[config.mk]
export PLATFORM = sky130hd
export DESIGN_NAME = chip_controller_flat
export DESIGN_NICKNAME = d
export VERILOG_FILES = /design/src/rtl/chip_ctrl_pkg.sv /design/src/rtl/chip_controller_if.sv /design/src/rtl/flex_counter.sv /design/src/rtl/chip_controller.sv /design/src/flat_wrapper.sv
export SDC_FILE = /design/constraint.sdc
export NUM_CORES = 1
export LEC_CHECK = 0
export BUFFER_PORTS_ARGS = -buffer_cell sky130_fd_sc_hd__buf_2
export CAP_MARGIN = 15
export CELL_PAD_IN_SITES_DETAIL_PLACEMENT = 1
export CELL_PAD_IN_SITES_GLOBAL_PLACEMENT = 2
export CORE_MARGIN = 3
export CORE_UTILIZATION = 35
export CTS_CLUSTER_DIAMETER = 40
export DETAILED_ROUTE_END_ITERATION = 16
export PLACE_DENSITY_LB_ADDON = 0.05
export SLEW_MARGIN = 30
export SYNTH_ARGS = -nofsm -noshare
export SYNTH_HDL_FRONTEND = slang
export SYNTH_SLANG_ARGS = --single-unit
[constraint.sdc]
create_clock -name clk -period 2 [get_ports clk]
set_input_delay 0.2 -clock clk [delete_from_list [all_inputs] [get_ports clk]]
set_output_delay 0.2 -clock clk [all_outputs]
set_load 0.01 [all_outputs]
[src/rtl/chip_ctrl_pkg.sv]
`default_nettype none
// ============================================================================
// Module      : chip_ctrl_pkg
// Description : Shared types and default constants for the chip run
//               sequencer (state encoding, counter width, WAIT timeout).
// Revision    : 1.0 - initial release
// ============================================================================
package chip_ctrl_pkg;

   // Default width of the job length / completed-block counters.
   localparam int DEF_CNT_WIDTH = 8;

   // Default number of WAIT cycles tolerated before a datapath timeout.
   localparam int DEF_TIMEOUT = 255;

   // Sequencer states, explicit 3-bit encoding.
   typedef enum logic [2:0] {
      IDLE  = 3'd0,
      LOAD  = 3'd1,
      ISSUE = 3'd2,
      WAIT  = 3'd3,
      DONE  = 3'd4,
      ERR   = 3'd5
   } state_t;

endpackage : chip_ctrl_pkg
`default_nettype wire

[src/rtl/chip_controller_if.sv]
`default_nettype none
// ============================================================================
// Module      : chip_controller_if
// Description : Start/abort request, datapath handshake and status bundle
//               between the run sequencer (master) and its surroundings
//               (slave: edge detector, datapath and status consumers).
// Revision    : 1.0 - initial release
// ============================================================================
interface chip_controller_if
   import chip_ctrl_pkg::*;
#(
   parameter int CNT_WIDTH = DEF_CNT_WIDTH
);

   // Requests into the sequencer
   logic                 start_flag;
   logic                 abort;
   logic [CNT_WIDTH-1:0] num_blocks;

   // Datapath status into the sequencer
   logic                 load_done;
   logic                 proc_ready;
   logic                 proc_done;

   // Sequencer outputs
   logic                 busy;
   logic                 load_en;
   logic                 proc_start;
   logic [CNT_WIDTH-1:0] block_count;
   logic                 done;
   logic                 error;

   // Sequencer side
   modport master (
      input  start_flag,
      input  abort,
      input  num_blocks,
      input  load_done,
      input  proc_ready,
      input  proc_done,
      output busy,
      output load_en,
      output proc_start,
      output block_count,
      output done,
      output error
   );

   // Environment side
   modport slave (
      output start_flag,
      output abort,
      output num_blocks,
      output load_done,
      output proc_ready,
      output proc_done,
      input  busy,
      input  load_en,
      input  proc_start,
      input  block_count,
      input  done,
      input  error
   );

endinterface : chip_controller_if
`default_nettype wire

[src/rtl/flex_counter.sv]
`default_nettype none
// ============================================================================
// Module      : flex_counter
// Description : Up-counter with synchronous clear and count enable. The
//               rollover flag is decoded from the registered count and is
//               high while the count sits at TIMEOUT-1; the next enabled
//               cycle wraps the count back to zero.
// Revision    : 1.0 - initial release
// ============================================================================
module flex_counter
   import chip_ctrl_pkg::*;
#(
   parameter int TIMEOUT = DEF_TIMEOUT,
   parameter int WIDTH   = (TIMEOUT > 2) ? $clog2(TIMEOUT) : 1
)(
   input  logic             clk,
   input  logic             n_rst,
   input  logic             clear,
   input  logic             count_en,
   output logic [WIDTH-1:0] count,
   output logic             rollover
);

   localparam logic [WIDTH-1:0] LAST = WIDTH'(TIMEOUT - 1);

   // Flag is purely a decode of the stored count, so it carries no
   // combinational path from clear/count_en.
   assign rollover = (count == LAST);

   // Count register: clear dominates, then enabled increment with wrap.
   always_ff @(posedge clk or negedge n_rst) begin
      if (!n_rst) begin
         count <= '0;
      end else if (clear) begin
         count <= '0;
      end else if (count_en) begin
         if (rollover) begin
            count <= '0;
         end else begin
            count <= count + WIDTH'(1);
         end
      end
   end

endmodule : flex_counter
`default_nettype wire

[src/rtl/chip_controller.sv]
`default_nettype none
// ============================================================================
// Module      : chip_controller
// Description : Top-level run sequencer. Accepts a one-cycle start pulse,
//               drives the datapath through one LOAD phase and num_blocks
//               ISSUE/WAIT process phases, and reports busy, a one-cycle
//               done pulse and a sticky error (zero-length job or WAIT
//               timeout). All outputs decode registered state only.
// Revision    : 1.0 - initial release
// ============================================================================
module chip_controller
   import chip_ctrl_pkg::*;
#(
   parameter int CNT_WIDTH = DEF_CNT_WIDTH,
   parameter int TIMEOUT   = DEF_TIMEOUT
)(
   input  logic               clk,
   input  logic               n_rst,
   chip_controller_if.master  bus
);

   localparam int TMR_WIDTH = (TIMEOUT > 2) ? $clog2(TIMEOUT) : 1;

   state_t               state;
   state_t               state_next;
   logic [CNT_WIDTH-1:0] total;
   logic [CNT_WIDTH-1:0] total_next;
   logic [CNT_WIDTH-1:0] block_count;
   logic [CNT_WIDTH-1:0] count_next;
   logic [CNT_WIDTH-1:0] count_inc;

   logic                 tmr_clear;
   logic                 tmr_en;
   logic [TMR_WIDTH-1:0] tmr_count;
   logic                 tmr_rollover;

   // The timer only runs while waiting on the datapath; every other state
   // holds it at zero, so it always starts WAIT from a clean count.
   assign tmr_clear = (state != WAIT);
   assign tmr_en    = (state == WAIT);

   flex_counter #(
      .TIMEOUT (TIMEOUT),
      .WIDTH   (TMR_WIDTH)
   ) u_timer (
      .clk      (clk),
      .n_rst    (n_rst),
      .clear    (tmr_clear),
      .count_en (tmr_en),
      .count    (tmr_count),
      .rollover (tmr_rollover)
   );

   // Count cannot wrap: total is at most 2^CNT_WIDTH-1 and the job ends
   // when the incremented value reaches it.
   assign count_inc = block_count + CNT_WIDTH'(1);

   // State, job length and completed-block registers.
   always_ff @(posedge clk or negedge n_rst) begin
      if (!n_rst) begin
         state       <= IDLE;
         total       <= '0;
         block_count <= '0;
      end else begin
         state       <= state_next;
         total       <= total_next;
         block_count <= count_next;
      end
   end

   // Next-state, job-length latch and block-count update.
   always_comb begin
      state_next = state;
      total_next = total;
      count_next = block_count;

      case (state)
         // IDLE and ERR treat a start identically; a zero-length job is
         // an error, anything else is latched and starts the load phase.
         IDLE, ERR: begin
            if (bus.start_flag) begin
               if (bus.num_blocks == '0) begin
                  state_next = ERR;
               end else begin
                  state_next = LOAD;
                  total_next = bus.num_blocks;
                  count_next = '0;
               end
            end
         end

         LOAD: begin
            if (bus.abort) begin
               state_next = IDLE;
            end else if (bus.load_done) begin
               state_next = ISSUE;
            end
         end

         ISSUE: begin
            if (bus.abort) begin
               state_next = IDLE;
            end else if (bus.proc_ready) begin
               state_next = WAIT;
            end
         end

         // A completion in the last timer cycle still counts as success.
         WAIT: begin
            if (bus.abort) begin
               state_next = IDLE;
            end else if (bus.proc_done) begin
               count_next = count_inc;
               state_next = (count_inc == total) ? DONE : ISSUE;
            end else if (tmr_rollover) begin
               state_next = ERR;
            end
         end

         DONE: begin
            state_next = IDLE;
         end

         default: begin
            state_next = IDLE;
         end
      endcase
   end

   // Moore output decode.
   assign bus.busy        = (state != IDLE) && (state != ERR);
   assign bus.load_en     = (state == LOAD);
   assign bus.proc_start  = (state == ISSUE);
   assign bus.done        = (state == DONE);
   assign bus.error       = (state == ERR);
   assign bus.block_count = block_count;

endmodule : chip_controller
`default_nettype wire

[src/flat_wrapper.sv]
// flat-port wrapper written by rule: the top's interface ports become plain ports
module chip_controller_flat import chip_ctrl_pkg::*;
#(
   parameter int CNT_WIDTH = DEF_CNT_WIDTH,
   parameter int TIMEOUT   = DEF_TIMEOUT
)
  (clk, n_rst, bus_start_flag, bus_abort, bus_num_blocks, bus_load_done, bus_proc_ready, bus_proc_done, bus_busy, bus_load_en, bus_proc_start, bus_block_count, bus_done, bus_error);
  chip_controller_if #(.CNT_WIDTH(CNT_WIDTH)) bus_i ();
  input  logic clk;
  input  logic n_rst;
  input wire logic [$bits(bus_i.start_flag)-1:0] bus_start_flag;
  input wire logic [$bits(bus_i.abort)-1:0] bus_abort;
  input wire logic [$bits(bus_i.num_blocks)-1:0] bus_num_blocks;
  input wire logic [$bits(bus_i.load_done)-1:0] bus_load_done;
  input wire logic [$bits(bus_i.proc_ready)-1:0] bus_proc_ready;
  input wire logic [$bits(bus_i.proc_done)-1:0] bus_proc_done;
  output wire logic [$bits(bus_i.busy)-1:0] bus_busy;
  output wire logic [$bits(bus_i.load_en)-1:0] bus_load_en;
  output wire logic [$bits(bus_i.proc_start)-1:0] bus_proc_start;
  output wire logic [$bits(bus_i.block_count)-1:0] bus_block_count;
  output wire logic [$bits(bus_i.done)-1:0] bus_done;
  output wire logic [$bits(bus_i.error)-1:0] bus_error;
  assign bus_i.start_flag = bus_start_flag;
  assign bus_i.abort = bus_abort;
  assign bus_i.num_blocks = bus_num_blocks;
  assign bus_i.load_done = bus_load_done;
  assign bus_i.proc_ready = bus_proc_ready;
  assign bus_i.proc_done = bus_proc_done;
  assign bus_busy = bus_i.busy;
  assign bus_load_en = bus_i.load_en;
  assign bus_proc_start = bus_i.proc_start;
  assign bus_block_count = bus_i.block_count;
  assign bus_done = bus_i.done;
  assign bus_error = bus_i.error;
  chip_controller #(.CNT_WIDTH(CNT_WIDTH), .TIMEOUT(TIMEOUT)) u_core (.clk(clk), .n_rst(n_rst), .bus(bus_i));
endmodule
==> run summary <==
Status - completed
Drt first pass iters - 4
Largest net degree at the start of global routing - 28
Clock buffer depth - 2
CTS tree - built
Post-synth ARST share - 100.0%
Die ar. - 0.005828 mm²
DR vias/cell - 5.325
DRT antenna net count - 0
Mapped Area - 0.001732 mm²
Setup tns final - 0 ns
Die Wd - 76.34 µm
CTS buffer count - 3
Fin. Hold Viols - 0
I/O Buffers - 27
CP Max Fanout - 5
Initial core utilization - 37.94%
XOR/XNOR Fraction of Synth Area - 7.587%
Peak supply drop - 458.6 µV
Reg2reg end - u_core.state[1]
Final worst path period need - 1.783 ns
Max Cap Viol - 0
First-pass GRT wire length - 7452 µm
Simple-Gate Fraction of Synth Area - 25.29%
DR iter-0 viols - 89
Gate power share - 47.3%
RSZ-0062 raised after global routing - false
Clk sinks - 27
Overall via count from detail_route - 1427
Slew margin rel. - 57.84%
Clock transition at the registers of the reported paths - 0.09 ns
Sequential area share after synthesis - 39.02%
Share of cells above drive strength 1 - 29.56%
Post-route DRC - 0
Routed WL - 4224 µm
Hold Path Sink - u_core.total[2]
Final setup fails - 0
Setup Skew - 0.002415 ns
Net Count, Synth - 192
Reg2Reg Setup Slack - 0.22 ns
EDFF count, synth - 0
Top-area cell type share of the netlist area - 39.02%
Top cells by area, synth - dfrtp_1 (39%), mux2_2 (5.2%), xnor2_1 (4.0%)
Crit path DAT - 1.93 ns
Worst Path Class, Setup - reg -> reg
DP Wirelength - 3281 µm
Worst slew pin tran - 0.6324 ns
Main combinational cell family by area after synthesis - simple AND/OR/NAND/NOR gates
Routed length per placed instance - 15.76 µm
Pwr/cell area - 1125 mW/mm²
Cell row count - 24
Synth Area per Inst - 9.952 µm²
Root Buffer - clkbuf_8
Clk pwr share - 14.0%
Final core utilization - 43.89%
Diodes inserted - 0
Io pins - 28
Hold Path Class - in -> reg
Die height - 76.34 µm
Compound-Gate Fraction of Synth Area - 15.32%
Core ar. - 0.004564 mm²
Worst EP required - 2.15 ns
Reg2Reg Launch Point - u_core.bus.block_count[1]
Vias in the first global route - 1535
Leakage - 0.8457 nW
Yosys warning count - 0
CP Capture Type - register
Mux contribution to synthesized area - 6.936%
Sw Ratio - 39.95%
Pins Over Slew Limit - 0
H-tree Lvls - 1
Hold Crit Start - bus_num_blocks[2]
Cell-internal power - 1.354 mW
Leading area contributor after synthesis - dfrtp_1
GRT Residual Overflow - 0
Area grow syn2layout - 15.68%
Final Net Count - 222
Worst-Skew Late Latency - 0.27 ns
Commonest non-fill, non-tap cell in the layout - buf_2
Hold_ws - 0.1685 ns
Initial antenna violation count - 0
Synth Area in Adders - 2.168%
Top FF cell, synth - dfrtp_1
Hold path depth - 2
GP Congestion - 0.7799
Most frequent cells in the layout - buf_2 (27), dfrtp_1 (26), nor2_1 (14), nand2_1 (9), nand3_1 (9)
R2R cell count - 6
Critical Path Source Type - register
Synth Instances - 174
Flop pwr share - 38.7%
Synthesis-stage register bit count - 27
Gr usage total - 15.58%
Library cells used by synthesis - 54
Setup bufs post-CTS - 0
Final Cycle Share - 89.13%
Max Fclk - 0.5610 GHz
Net Sw Power - 0.9005 mW
worst max path at each step:
stage	cells after the start	start	end	slack, ns
global placement	6	u_core.bus.block_count[1]	u_core.state[1]	0.23
floorplan	6	u_core.bus.block_count[0]	u_core.state[1]	0.23
CTS	6	u_core.bus.block_count[1]	u_core.state[1]	0.10
finish	6	u_core.bus.block_count[1]	u_core.state[1]	0.22
global route	6	u_core.bus.block_count[1]	u_core.state[1]	0.05
detailed placement	6	u_core.bus.block_count[1]	u_core.state[1]	0.11
per-stage QoR:
| stage | instances | area, µm² | total power, mW | setup WS [ns] |
|---|---|---|---|---|
| CTS | 268 | 1999 | 2.291 | 0.1004 |
| detailed placement | 263 | 1944 | 1.960 | 0.1108 |
| global route | 268 | 2003 | 2.450 | 0.04968 |
| floorplan | 174 | 1732 | 1.646 | 0.2260 |
| finish | 268 | 2003 | 2.254 | 0.2174 |
| global placement | 263 | 1944 | 1.916 | 0.2339 |
cell type report:
class                      count  area [µm²]
sequential                    27       676.9
timing repair buffer          34       190.2
fill                         544        2561
multi-input combinational    134       994.7
clock buffer                   4       45.04
inverter                       4       15.01
tap                           65       81.33
routing by layer:
layer	vias up	part of all wire, %	GRT usage, %
met1	703	48	20.77
met3	5	3.5	2.719
met4	0	1.2	4.348
met5	-	0	0
met2	33	48	25.92
li1	686	-	-
critical path, stage by stage (launching register included):
cell and delay, ns:
dfrtp_2 0.42, ha_2 0.25, nand2_1 0.09, or3_1 0.39
a22oi_2 0.17, nor4b_2 0.26, o41ai_1 0.09
cell families (layout without fill, tap and decap cells):
| logic type | count (synthesis) | after routing |
|---|---|---|
| DFF | 27 | 27 |
| muxes | 11 | 11 |
| adders and majority gates | 3 | 3 |
| AOI/OAI and AO/OA | 33 | 33 |
| and+or+nand+nor | 72 | 72 |
| buffers and inverters | 13 | 42 |
| xor gates and xnor gates | 15 | 15 |
state kept, by name, summed over array words and instances (netlist names):
name                    cells
u_core.bus.block_count      8
u_core.total                8
u_core.u_timer.count        8
u_core.state                3
timing repair:
| action | 4_1_cts | 5_1_grt |
|---|---|---|
| endpoints found under the setup margin | 0 | 1 |
| endpoints found under the hold margin | 27 | 0 |
| gates resized for setup | 0 | 2 |
| hold buffers | 1 | 0 |
power by group through the flow:
stage | sequential [mW] | combinational (mW) | clock, mW
after detailed placement | 0.885 | 1.07 | 0
after floorplan | 0.797 | 0.849 | 0
after CTS | 0.873 | 1.08 | 0.334
after global placement | 0.871 | 1.04 | 0
final | 0.873 | 1.07 | 0.316
after global routing | 0.900 | 1.19 | 0.357
cell usage after synthesis, types with 2 or more instances:
master     number
nand2b_1        3
inv_1           4
nor2b_1         4
ha_1            3
nand3_1         9
mux2i_1         3
buf_2           3
or2_2           2
nor2_1         14
a21oi_1         6
nor4_1          2
o2bb2ai_1       5
nand2_1         9
xnor2_1         8
nand3_4         2
and3_1          2
nor3b_1         6
or3_1           3
o21ai_0         6
xor2_1          7
nor3_1          5
dfrtp_1        27
clkbuf_1        3
mux2_2          8
(Power assumes the default switching activity.)
